**config.mk**
```make
export PLATFORM = sky130hd
export DESIGN_NAME = game_state_sequencer
export DESIGN_NICKNAME = d
export VERILOG_FILES = /design/src/rtl/game_pkg.sv /design/src/rtl/game_state_sequencer_hold_timer.sv /design/src/rtl/game_state_sequencer.sv
export SDC_FILE = /design/constraint.sdc
export NUM_CORES = 1
export LEC_CHECK = 0
export BUFFER_PORTS_ARGS = -buffer_cell sky130_fd_sc_hd__buf_2
export CAP_MARGIN = 20
export CORE_MARGIN = 2
export CORE_UTILIZATION = 60
export DETAILED_ROUTE_END_ITERATION = 10
export HOLD_SLACK_MARGIN = 0.12
export MAX_ROUTING_LAYER = met4
export PLACE_DENSITY = 0.9
export REMOVE_ABC_BUFFERS = 1
export SLEW_MARGIN = 40
export SYNTH_ARGS = -nofsm -noshare
export SYNTH_HDL_FRONTEND = slang
export SYNTH_SLANG_ARGS = --single-unit
```
**constraint.sdc**
```tcl
create_clock -name clk -period 4.82 [get_ports clk]
set_input_delay 0.241 -clock clk [delete_from_list [all_inputs] [get_ports clk]]
set_output_delay 0.241 -clock clk [all_outputs]
set_load 0.005 [all_outputs]
```
**src/rtl/game_pkg.sv**
```systemverilog
// Shared definitions for the game session sequencer and the LCD controller.
// Latency: n/a (constants and types only).
// Backpressure: n/a.
//
// Holds the display state codes, the matching FSM enum and the user ID constants.
package game_pkg;

  // Display state codes, shared with the LCD controller.
  localparam logic [7:0] ST_AUTH       = 8'h00;
  localparam logic [7:0] ST_GRANT      = 8'h01;
  localparam logic [7:0] ST_DENY       = 8'h02;
  localparam logic [7:0] ST_PLAY       = 8'h10;
  localparam logic [7:0] ST_WIN_BEGIN  = 8'h20;
  localparam logic [7:0] ST_WIN_END    = 8'h21;
  localparam logic [7:0] ST_LOSE_BEGIN = 8'h30;
  localparam logic [7:0] ST_LOSE_END   = 8'h31;

  // Known user IDs.
  localparam logic [3:0] USER_ID_0 = 4'b1100;
  localparam logic [3:0] USER_ID_1 = 4'b0011;
  localparam logic [3:0] USER_ID_2 = 4'b1101;
  localparam logic [3:0] USER_ID_3 = 4'b0100;

  // FSM encoding is the display code itself, so the state register drives the LCD directly.
  typedef enum logic [7:0] {
    S_AUTH       = ST_AUTH,
    S_GRANT      = ST_GRANT,
    S_DENY       = ST_DENY,
    S_PLAY       = ST_PLAY,
    S_WIN_BEGIN  = ST_WIN_BEGIN,
    S_WIN_END    = ST_WIN_END,
    S_LOSE_BEGIN = ST_LOSE_BEGIN,
    S_LOSE_END   = ST_LOSE_END
  } state_t;

endpackage

```
**src/rtl/game_state_sequencer_hold_timer.sv**
```systemverilog
// Hold timer: counts cycles spent in a timed screen and flags the last one.
// Latency: done is combinational from the count register (high on the limit-1 cycle).
// Backpressure: none; clear has priority over counting.
//
// Ports: clk, reset (sync, active-low), clear (restart at 0), sel_long (use LIMIT_LONG
// instead of LIMIT_SHORT), done (count == selected limit - 1).
module hold_timer #(
  parameter int unsigned W           = 3,
  parameter int unsigned LIMIT_SHORT = 8,
  parameter int unsigned LIMIT_LONG  = 8
) (
  input  logic clk,
  input  logic reset,
  input  logic clear,
  input  logic sel_long,
  output logic done
);

  logic [W-1:0] count;

  always_ff @(posedge clk) begin
    if (!reset) begin
      count <= '0;
    end else if (clear) begin
      count <= '0;
    end else begin
      count <= count + 1'b1;
    end
  end

  always_comb begin
    done = sel_long ? (count == W'(LIMIT_LONG - 1)) : (count == W'(LIMIT_SHORT - 1));
  end

endmodule

```
**src/rtl/game_state_sequencer.sv**
```systemverilog
// Game session sequencer: drives the LCD display state code and authenticated user ID.
// Latency: one cycle from a sampled event to the new state/user/game_active outputs.
// Backpressure: none; events not valid in the current state are dropped.
//
// Ports: clk, reset (sync, active-low), auth_valid/auth_ok/auth_id (credential pulse),
// game_win/game_lose (game result pulses), ack (dismiss end screen),
// state (8-bit display code), user (latched user ID), game_active (high in PLAY).
// Optional build macro: LOCKOUT_EN (consecutive-denial lockout with a longer DENY screen).
module game_state_sequencer
  import game_pkg::*;
#(
  parameter int unsigned HOLD_CYCLES    = 100000000,
  parameter int unsigned MAX_FAILS      = 3,
  parameter int unsigned LOCKOUT_CYCLES = 500000000
) (
  input  logic       clk,
  input  logic       reset,
  input  logic       auth_valid,
  input  logic       auth_ok,
  input  logic [3:0] auth_id,
  input  logic       game_win,
  input  logic       game_lose,
  input  logic       ack,
  output logic [7:0] state,
  output logic [3:0] user,
  output logic       game_active
);

`ifdef LOCKOUT_EN
  localparam int unsigned MAX_HOLD = (LOCKOUT_CYCLES > HOLD_CYCLES) ? LOCKOUT_CYCLES : HOLD_CYCLES;
  localparam int unsigned FW       = $clog2(MAX_FAILS + 1);
`else
  localparam int unsigned MAX_HOLD = HOLD_CYCLES;
`endif
  localparam int unsigned TW = $clog2(MAX_HOLD);

  state_t state_q;
  logic   timed;
  logic   done;
  logic   sel_long;

  // Non-timed states keep the timer pinned at 0, and a timed state clears it on its
  // final cycle, so every timed state is entered with a zero count.
  always_comb begin
    timed = (state_q == S_GRANT) || (state_q == S_DENY) ||
            (state_q == S_WIN_BEGIN) || (state_q == S_LOSE_BEGIN);
  end

`ifdef LOCKOUT_EN
  logic [FW-1:0] fail_cnt;
  logic          lockout_q;

  // lockout_q marks the DENY visit triggered by the MAX_FAILS-th consecutive denial.
  always_ff @(posedge clk) begin
    if (!reset) begin
      fail_cnt  <= '0;
      lockout_q <= 1'b0;
    end else begin
      if (state_q == S_AUTH && auth_valid) begin
        if (auth_ok) begin
          fail_cnt <= '0;
        end else if (fail_cnt >= FW'(MAX_FAILS - 1)) begin
          fail_cnt  <= FW'(MAX_FAILS);
          lockout_q <= 1'b1;
        end else begin
          fail_cnt <= fail_cnt + 1'b1;
        end
      end else if (state_q == S_DENY && done && lockout_q) begin
        fail_cnt  <= '0;
        lockout_q <= 1'b0;
      end
    end
  end

  always_comb begin
    sel_long = (state_q == S_DENY) && lockout_q;
  end
`else
  always_comb begin
    sel_long = 1'b0;
  end
`endif

  hold_timer #(
    .W           (TW),
    .LIMIT_SHORT (HOLD_CYCLES),
`ifdef LOCKOUT_EN
    .LIMIT_LONG  (LOCKOUT_CYCLES)
`else
    .LIMIT_LONG  (HOLD_CYCLES)
`endif
  ) u_hold_timer (
    .clk      (clk),
    .reset    (reset),
    .clear    (!timed || done),
    .sel_long (sel_long),
    .done     (done)
  );

  always_ff @(posedge clk) begin
    if (!reset) begin
      state_q     <= S_AUTH;
      user        <= 4'b0000;
      game_active <= 1'b0;
    end else begin
      case (state_q)
        S_AUTH: begin
          if (auth_valid) begin
            if (auth_ok) begin
              state_q <= S_GRANT;
              user    <= auth_id;
            end else begin
              state_q <= S_DENY;
            end
          end
        end
        S_GRANT: begin
          if (done) begin
            state_q     <= S_PLAY;
            game_active <= 1'b1;
          end
        end
        S_DENY: begin
          if (done) state_q <= S_AUTH;
        end
        S_PLAY: begin
          // Lose wins a same-cycle tie.
          if (game_lose) begin
            state_q     <= S_LOSE_BEGIN;
            game_active <= 1'b0;
          end else if (game_win) begin
            state_q     <= S_WIN_BEGIN;
            game_active <= 1'b0;
          end
        end
        S_WIN_BEGIN: begin
          if (done) state_q <= S_WIN_END;
        end
        S_LOSE_BEGIN: begin
          if (done) state_q <= S_LOSE_END;
        end
        S_WIN_END, S_LOSE_END: begin
          if (ack) begin
            state_q <= S_AUTH;
            user    <= 4'b0000;
          end
        end
        default: begin
          state_q     <= S_AUTH;
          user        <= 4'b0000;
          game_active <= 1'b0;
        end
      endcase
    end
  end

  assign state = state_q;

endmodule
```
==> impl_metrics.tcl, run 1 <==
set metrics [dict create \
    internal_power_uw 493 \
    switchingPower_uw 286 \
    cts_buffer_depth 2 \
    r2r_end "u_hold_timer.count[26]" \
    hold_path_class "in2reg" \
    yosysTopAreaCell "dfxtp_1" \
    fin_worst_skew_ps 1.72 \
    synth_area_leaders "dfxtp_1, xnor2_1, nor2_1" \
    placedInstanceArea_mm2 0.00186 \
    r2r_slack_ps 2780 \
    relSlewSlack_pct 63.1 \
    diodes 0 \
    peakVddDrop_mv 0.369 \
    cp-startpoint "u_hold_timer.count[0]" \
    hold_buffers 0 \
    p_leak_nw 0.651 \
    drc_errors 0 \
    hold_slack_ps 136 \
    hold_viol 0 \
    post-route-cell-area_mm2 0.00192 \
    synth_area_per_cell_um2 8.29 \
    synth_ff_type "dfxtp_1" \
    cts_resized 0 \
    cts_tree "done" \
    crit_required_ps 5050 \
    period_share_pct 42.3 \
    finalSetupViolations 0 \
    tightest_slew_ps 549 \
    synth_top_area_share_pct 40.6 \
    seqPwrFrac_pct 47.2 \
    root_buffer "clkbuf_4" \
    cts.sinks 36 \
    synth_area_mm2 0.00177 \
    grt_max_degree 27 \
    power_density_mw_per_mm2 406 \
    cp_slowest_cell "or3_1" \
    endpoint "u_hold_timer.count[26]" \
    h-tree-depth 2 \
    grt_pass1_wl_mm 5.69 \
    fin_setup_tns_ps 0 \
    final_nets 244 \
    clkTransAtPathRegs_ps 100 \
    yosysWarningCount 0 \
    final_util_pct 69.0 \
    comb_power_share_pct 31.2 \
    rr_worst_depth 6 \
    dieHeight_um 58.4 \
    crit_fanout 7 \
    start_kind "register" \
    num_rows 19 \
    crit_type "reg2reg" \
    crit_chain "ha_1 -> nand4_2 -> or3_1 -> nor3_1 -> xnor2_1 -> nor2_1" \
    drtIter0Drc 94 \
    clock_latency_ps 340 \
    gp_congestion 0.879 \
    synth_cell_type_count 41 \
    die-area_mm2 0.00341 \
    die_x_um 58.4 \
    first_pass_iters 4 \
    grt_pass1_vias 1327 \
    drtAntennaViolNets 0 \
    syn-instance-count 214 \
    core_mm2 0.00278 \
    grt_overflow 0 \
    dp_hpwl_mm 2.42 \
    detail_route.wl_per_cell_um 12.7 \
    cp-end-kind "register" \
    routed_wl_mm 3.34 \
    numPortBuffers 19 \
    cts_buffers 5 \
    drive_above_1_share_pct 13.7 \
    synthArstFlopShare_pct 0 \
    antenna_found_initial 0 \
    fmax_mhz 490 \
    start_util_pct 63.8 \
    cts_setup_buffers 0 \
    switching_share_pct 36.8 \
    finalCriticalPeriod_ps 2040 \
    via_count 1478 \
    avgViaCountPerCell 5.60 \
    grt.total_usage_pct 22.7 \
    syn_to_final_growth_pct 8.11 \
    status "finished clean" \
    ys_ff_latch 36 \
    power.clock.fraction_pct 21.7 \
    drv_slew 0 \
    synth_edf_count 0 \
    max_stage_delay_ps 540 \
    r2r_start "u_hold_timer.count[0]" \
    seq_area_frac_synth_pct 40.6 \
    io_pins 24 \
    drv_cap 0 \
    cp_data_arrival_time_ps 2270 \
    grt_setup_unrepaired "false" \
]
[routing by layer]
layer | vias up | track usage, % | wire, um
met3 | 7 | 7.91 | 185
met2 | 34 | 33.9 | 1530
li1 | 758 | - | -
met1 | 679 | 28.0 | 1580
met4 | 0 | 9.30 | 51
met5 | - | - | 0
[sequential cells by signal, summed over array words and instances, names as in the netlist]
| name | flops |
|---|---|
| user | 4 |
| game_active | 1 |
| u_hold_timer.count | 27 |
| state | 4 |
[power by group through the flow]
stage / Sequential (mW) / Combinational [mW] / Clock [mW]
finish: 0.367 / 0.243 / 0.169
global route: 0.374 / 0.276 / 0.186
CTS: 0.366 / 0.240 / 0.173
detailed placement: 0.373 / 0.240 / 0
global placement: 0.372 / 0.235 / 0
floorplan: 0.368 / 0.174 / 0
[how the worst min path moves through the flow]
stage,start,end,slack [ps],cells after the start
global placement,u_hold_timer.count[0],u_hold_timer.count[0],450,1
finish,auth_id[0],user[0],140,3
floorplan,reset,u_hold_timer.count[1],390,1
detailed placement,user[2],user[2],460,2
global route,auth_id[0],user[0],150,3
CTS,auth_id[2],user[2],120,3
[Yosys cell counts, types with 2 or more instances]
cell type  instances
nor3_1            10
inv_1              6
nand4_1            5
dfxtp_1           36
clkbuf_1           2
buf_2              4
nor2_1            41
and4_1             3
nor4_2             3
and3_1             3
o211ai_1           2
mux2i_1            3
nand2_1           18
a21oi_1            2
xnor2_1           20
buf_4              4
xor2_1             6
or4_1              2
nand2b_1           4
nand3_1           16
a21boi_1           3
nand3b_1           2
[final cells by class]
cell class              count  area, um2
flip-flops and latches     36        721
fillers                   219        863
well taps                  31       38.8
clock buffers               8       58.8
inverters                   6       22.5
multi-input cells         164        982
repair buffers             19       95.1
[cell families after synthesis]
group / Yosys count / synth area share (%)
mux: 3 / 1.69
compound gates: 16 / 6.42
buf+inv: 17 / 4.80
fa+ha+maj: 1 / 0.705
other cells: 1 / 0.211
simple gates: 114 / 32.7
xor+xnor: 26 / 12.8
flops: 36 / 40.6
[cell usage in the layout (no fill, tap or decap), types with 3 or more instances in the layout]
master     n
mux2i_1    3
nor3_1    10
nor4_2     3
nor2_1    41
and3_1     3
nand4_1    5
a21boi_1   3
nand3_1   16
xnor2_1   20
conb_1     4
clkbuf_4   5
xor2_1     6
inv_1      6
buf_2     19
nand2b_1   4
and4_1     3
nand2_1   17
dfxtp_1   36
[worst max-delay path, delay by kind of cell (launching register included)]
kind	cells	cell delay, ps
xor gates and xnor gates	1	160
and+or+nand+nor	4	1130
DFF	1	390
adders and majority gates	1	240
[through the flow]
step / power, mW / setup WS, ps / std cells
floorplan: 0.542 / 3040 / 206
global placement: 0.607 / 2670 / 256
detailed placement: 0.613 / 2620 / 256
CTS: 0.780 / 2590 / 264
global route: 0.837 / 2650 / 264
finish: 0.779 / 2780 / 264
(Power assumes the default switching activity.)
==> inputs of run 2 (changes only) <==
Settings changed: CORE_UTILIZATION 60 to 51, PLACE_DENSITY 0.9 to 0.82.
Clock period 4.82 ns to 1.75 ns, I/O delays scaled along.
==> impl_metrics.tcl, run 2 (synthesized netlist as in run 1, its figures left out) <==
set metrics [dict create \
    avgViaCountPerCell 5.32 \
    gp_congestion 0.898 \
    rr_worst_depth 5 \
    power_density_mw_per_mm2 1060 \
    wl_met1_mm 1.91 \
    top_layer "met4" \
    peakVddDrop_mv 0.982 \
    r2r_start "u_hold_timer.count[8]" \
    start_util_pct 53.2 \
    grt.total_usage_pct 22.8 \
    dp_hpwl_mm 2.72 \
    start_kind "register" \
    comb_power_share_pct 40.4 \
    drv_cap 0 \
    hold_slack_ps 198 \
    clkTransAtPathRegs_ps 120 \
    status "finished, violations left" \
    detail_route.wl_per_cell_um 14.0 \
    cts_buffer_depth 2 \
    fin_worst_skew_ps 14.4 \
    root_buffer "clkbuf_4" \
    crit_type "reg2reg" \
    routed-wl-met3_um 121 \
    clock_latency_ps 370 \
    r2r_slack_ps -70 \
    cp-end-kind "register" \
    dieHeight_um 63.0 \
    grt_setup_unrepaired "true" \
    cts_tree "done" \
    core_mm2 0.00334 \
    p_leak_nw 0.878 \
    switchingPower_uw 916 \
    grt_overflow 0 \
    endpoint "state[0]" \
    cp_data_arrival_time_ps 2080 \
    h-tree-depth 2 \
    fmax_mhz 551 \
    period_share_pct 104 \
    final_cell_mix "nor2_1, dfxtp_1, buf_4, xnor2_1, buf_2" \
    cts_buffers 5 \
    top_register "u_hold_timer.count" \
    grt_max_degree 16 \
    diodes 0 \
    via_count 1655 \
    hold_path_depth 5 \
    num_rows 21 \
    fillers 274 \
    post-route-cell-area_mm2 0.00230 \
    grt_pass1_wl_mm 6.87 \
    first_pass_iters 5 \
    numPortBuffers 19 \
    grt_pass1_vias 1539 \
    cp-startpoint "u_hold_timer.count[8]" \
    worst_slack_ps -65.9 \
    drtAntennaViolNets 0 \
    final_util_pct 69.0 \
    hold_path_class "in2reg" \
    finalSetupViolations 4 \
    hold_viol 0 \
    crit_fanout 4 \
    dr_wl_met2_mm 2.16 \
    largest_register_ffs 27 \
    drive_above_1_share_pct 28.7 \
    die-area_mm2 0.00397 \
    routed_wl_mm 4.35 \
    placedInstanceArea_mm2 0.00206 \
    final_nets 276 \
    syn_to_final_growth_pct 29.8 \
    internal_power_mw 1.52 \
    switching_share_pct 37.6 \
    crit_required_ps 2010 \
    die_x_um 63.0 \
    r2r_end "state[0]" \
    layout_commonest_cell "nor2_1" \
    power.clock.fraction_pct 20.5 \
    drv_slew 0 \
    drtIter0Drc 154 \
    finalCriticalPeriod_ps 1820 \
    violations "negative setup slack" \
    io_pins 24 \
    cts.sinks 36 \
    drc_errors 0 \
    antenna_found_initial 0 \
    seqPwrFrac_pct 39.0 \
]
run 2: changes by cell type in the layout (fill, tap and decap cells not counted), sizes merged:
cell         previous run  this run
clkinvlp                0         1
buf                    19        44
dlygate4sd3             0         6
run 2: power by group through the flow:
stage | clock network, mW | logic (mW) | registers, mW
finish | 0.500 | 0.986 | 0.952
detailed placement | 0 | 0.871 | 0.965
CTS | 0.500 | 0.895 | 0.949
global route | 0.538 | 1.09 | 0.961
global placement | 0 | 0.864 | 0.957
floorplan | 0 | 0.478 | 1.01
run 2: timing repair:
action	4_1_cts	5_1_grt
resized for setup	10	16
endpoints found under the setup margin	10	24
cloned	0	1
pin swaps	1	1
hold buffers	6	0
buffers inserted	0	1
endpoints found under the hold margin	10	0
run 2: layout make-up:
type / instances / area [um2] / area share [%]
multi-input combinational: 164 / 1080 / 46.8
sequential: 36 / 728 / 31.6
inverter: 6 / 22.5 / 0.978
tap: 46 / 57.6 / 2.50
clock inverter: 1 / 7.51 / 0.326
clock buffer: 7 / 55.1 / 2.39
timing repair buffer: 51 / 354 / 15.4
run 2: worst min-delay path by stage:
stage | endpoint | slack [ps] | from
floorplan | u_hold_timer.count[1] | 230 | reset
global placement | user[0] | 350 | auth_id[0]
detailed placement | user[2] | 350 | auth_id[2]
CTS | state[4] | 190 | game_lose
global route | state[5] | 270 | ack
finish | state[4] | 200 | game_lose
run 2: per-layer routing:
layer,vias to the layer above,GRT usage (%)
li1,822,-
met4,0,12.5
met3,15,4.50
met1,785,27.1
met5,-,-
met2,33,36.3
run 2: critical path, cell delays in order, from the launching register on:
cell and delay (ps):
dfxtp_2 350, or3b_4 400, nor4_4 280, a31oi_2 150, a311o_1 380, mux2i_1 150
run 2: per-stage QoR:
stage	total power [mW]	worst slack (ps)	cells	TNS (ps)
after CTS	2.34	-36.3	309	-114
final	2.44	-65.9	311	-219
after detailed placement	1.84	-71.6	295	-354
after floorplan	1.49	-33.4	206	-841
after global routing	2.59	-166	311	-2050
after global placement	1.82	-69.1	295	-231
==> inputs of run 3 (changes only) <==
Settings changed: REMOVE_ABC_BUFFERS 1 to unset, TNS_END_PERCENT set to 100.
==> impl_metrics.tcl, run 3 (synthesized netlist as in run 1, its figures left out) <==
set metrics [dict create \
    finalSetupViolations 32 \
    power_mw 2.66 \
    crit_fanout 4 \
    violations "negative setup slack" \
    grt_setup_unrepaired "true" \
    r2r_slack_ps -170 \
    hold_viol 0 \
    cts_tree "done" \
    clock_latency_ps 350 \
    top_register "u_hold_timer.count" \
    num_rows 21 \
    antenna_found_initial 0 \
    start_kind "register" \
    grt_overflow 0 \
    p_leak_nw 0.899 \
    post-route-cell-area_mm2 0.00235 \
    layout_commonest_cell "nor2_1" \
    cts.sinks 36 \
    avgViaCountPerCell 5.48 \
    h-tree-depth 2 \
    final_cell_mix "nor2_1, dfxtp_1, buf_4, xnor2_1, buf_2" \
    drc_errors 0 \
    cp_data_arrival_time_ps 2150 \
    drtAntennaViolNets 0 \
    drv_cap 0 \
    placedInstanceArea_mm2 0.00207 \
    die_x_um 63.0 \
    met3_usage_pct 6.85 \
    cp-end-kind "register" \
    fin_worst_skew_ps 8.34 \
    io_pins 24 \
    clkTransAtPathRegs_ps 110 \
    dp_hpwl_mm 2.56 \
    die-area_mm2 0.00397 \
    grt_max_degree 27 \
    root_buffer "clkbuf_4" \
    status "finished, violations left" \
    finalCriticalPeriod_ps 1920 \
    crit_required_ps 1990 \
    grtUsageMet2_pct 38.7 \
    grt.total_usage_pct 25.8 \
    power_density_mw_per_mm2 1130 \
    start_util_pct 53.2 \
    largest_register_ffs 27 \
    via_count 1733 \
    fmax_mhz 522 \
    drive_above_1_share_pct 28.1 \
    first_pass_iters 4 \
    crit_type "reg2reg" \
    dieHeight_um 63.0 \
    worst_slack_ps -166 \
    busiest_layer "met2" \
    hold_path_class "in2reg" \
    final_nets 281 \
    grt_pass1_vias 1710 \
    syn_to_final_growth_pct 32.2 \
    drv_slew 0 \
    cts_buffers 5 \
    period_share_pct 109 \
    gp_congestion 0.874 \
    cts_buffer_depth 2 \
    peakVddDrop_mv 0.718 \
    numPortBuffers 19 \
    diodes 0 \
    core_mm2 0.00334 \
    use_met1_pct 30.4 \
    detail_route.wl_per_cell_um 14.1 \
    routed_wl_mm 4.45 \
    grt_pass1_wl_mm 7.81 \
    drtIter0Drc 122 \
]
==> run 3: cell types whose count changed in the layout (fill, tap and decap cells not counted), moves of 2 or more <==
| cell | delta |
|---|---|
| buf_4 | +6 |
| dfxtp_1 | +2 |
| dfxtp_2 | -2 |
| nor3_1 | +4 |
| nor3_2 | -3 |
==> run 3: metrics by stage <==
step                      TNS, ps  std cells  setup slack (ps)  utilization (%)  hold WS [ps]
after detailed placement     -154        295             -58.2             62.1           350
after global routing        -5960        316              -223             70.3           286
final                       -4070        316              -166             70.3           225
after global placement       -154        295             -51.4             62.1           346
after CTS                   -45.8        316             -17.9             69.7           246
after floorplan                 0        217              26.1                -           238
==> run 3: repair_timing <==
item / in CTS / in global routing
hold buffers: 6 / 0
endpoints found under the hold margin: 6 / 0
setup endpoints to repair: 8 / 36
setup buffers: 7 / 0
pin swaps: 2 / 0
gates resized for setup: 11 / 4
gates cloned: 0 / 0
==> run 3: layout make-up <==
| type | instances | area [um2] |
|---|---|---|
| multi-input combinational | 164 | 1040 |
| fill | 253 | 991 |
| sequential | 36 | 726 |
| timing repair buffer | 56 | 400 |
| clock buffer | 7 | 65.1 |
| tap | 46 | 57.6 |
| clock inverter | 1 | 30.0 |
| inverter | 6 | 22.5 |
==> run 3: worst max-delay path: stages, from the launching register on <==
cell	delay, ps
dfxtp_2	350
or4_4	550
nor3_4	210
a31oi_2	150
a311o_1	390
mux2i_1	150
==> run 3: worst paths after layout <==
kind                                from  endpoint  depth (start not counted)
setup / recovery  u_hold_timer.count[17]  state[1]                          5
hold / removal                 game_lose  state[4]                          5
setup reg to reg  u_hold_timer.count[17]  state[1]                          5
hold reg to reg                  user[3]   user[3]                          2
==> run 3: report_power, final <==
group | internal [mW] | switching [mW] | total, mW | leakage, nW
Sequential | 0.895 | 0.0549 | 0.950 | 0.293
Combinational | 0.478 | 0.573 | 1.05 | 0.554
Clock | 0.379 | 0.282 | 0.661 | 0.0515
Total | 1.75 | 0.910 | 2.66 | 0.899
==> run 3: routing by layer <==
| layer | vias up | part of all wire, % |
|---|---|---|
| met4 | 0 | 4.8 |
| met3 | 20 | 4.1 |
| met1 | 823 | 43 |
| met2 | 58 | 48 |
| li1 | 832 | - |
| met5 | - | 0 |
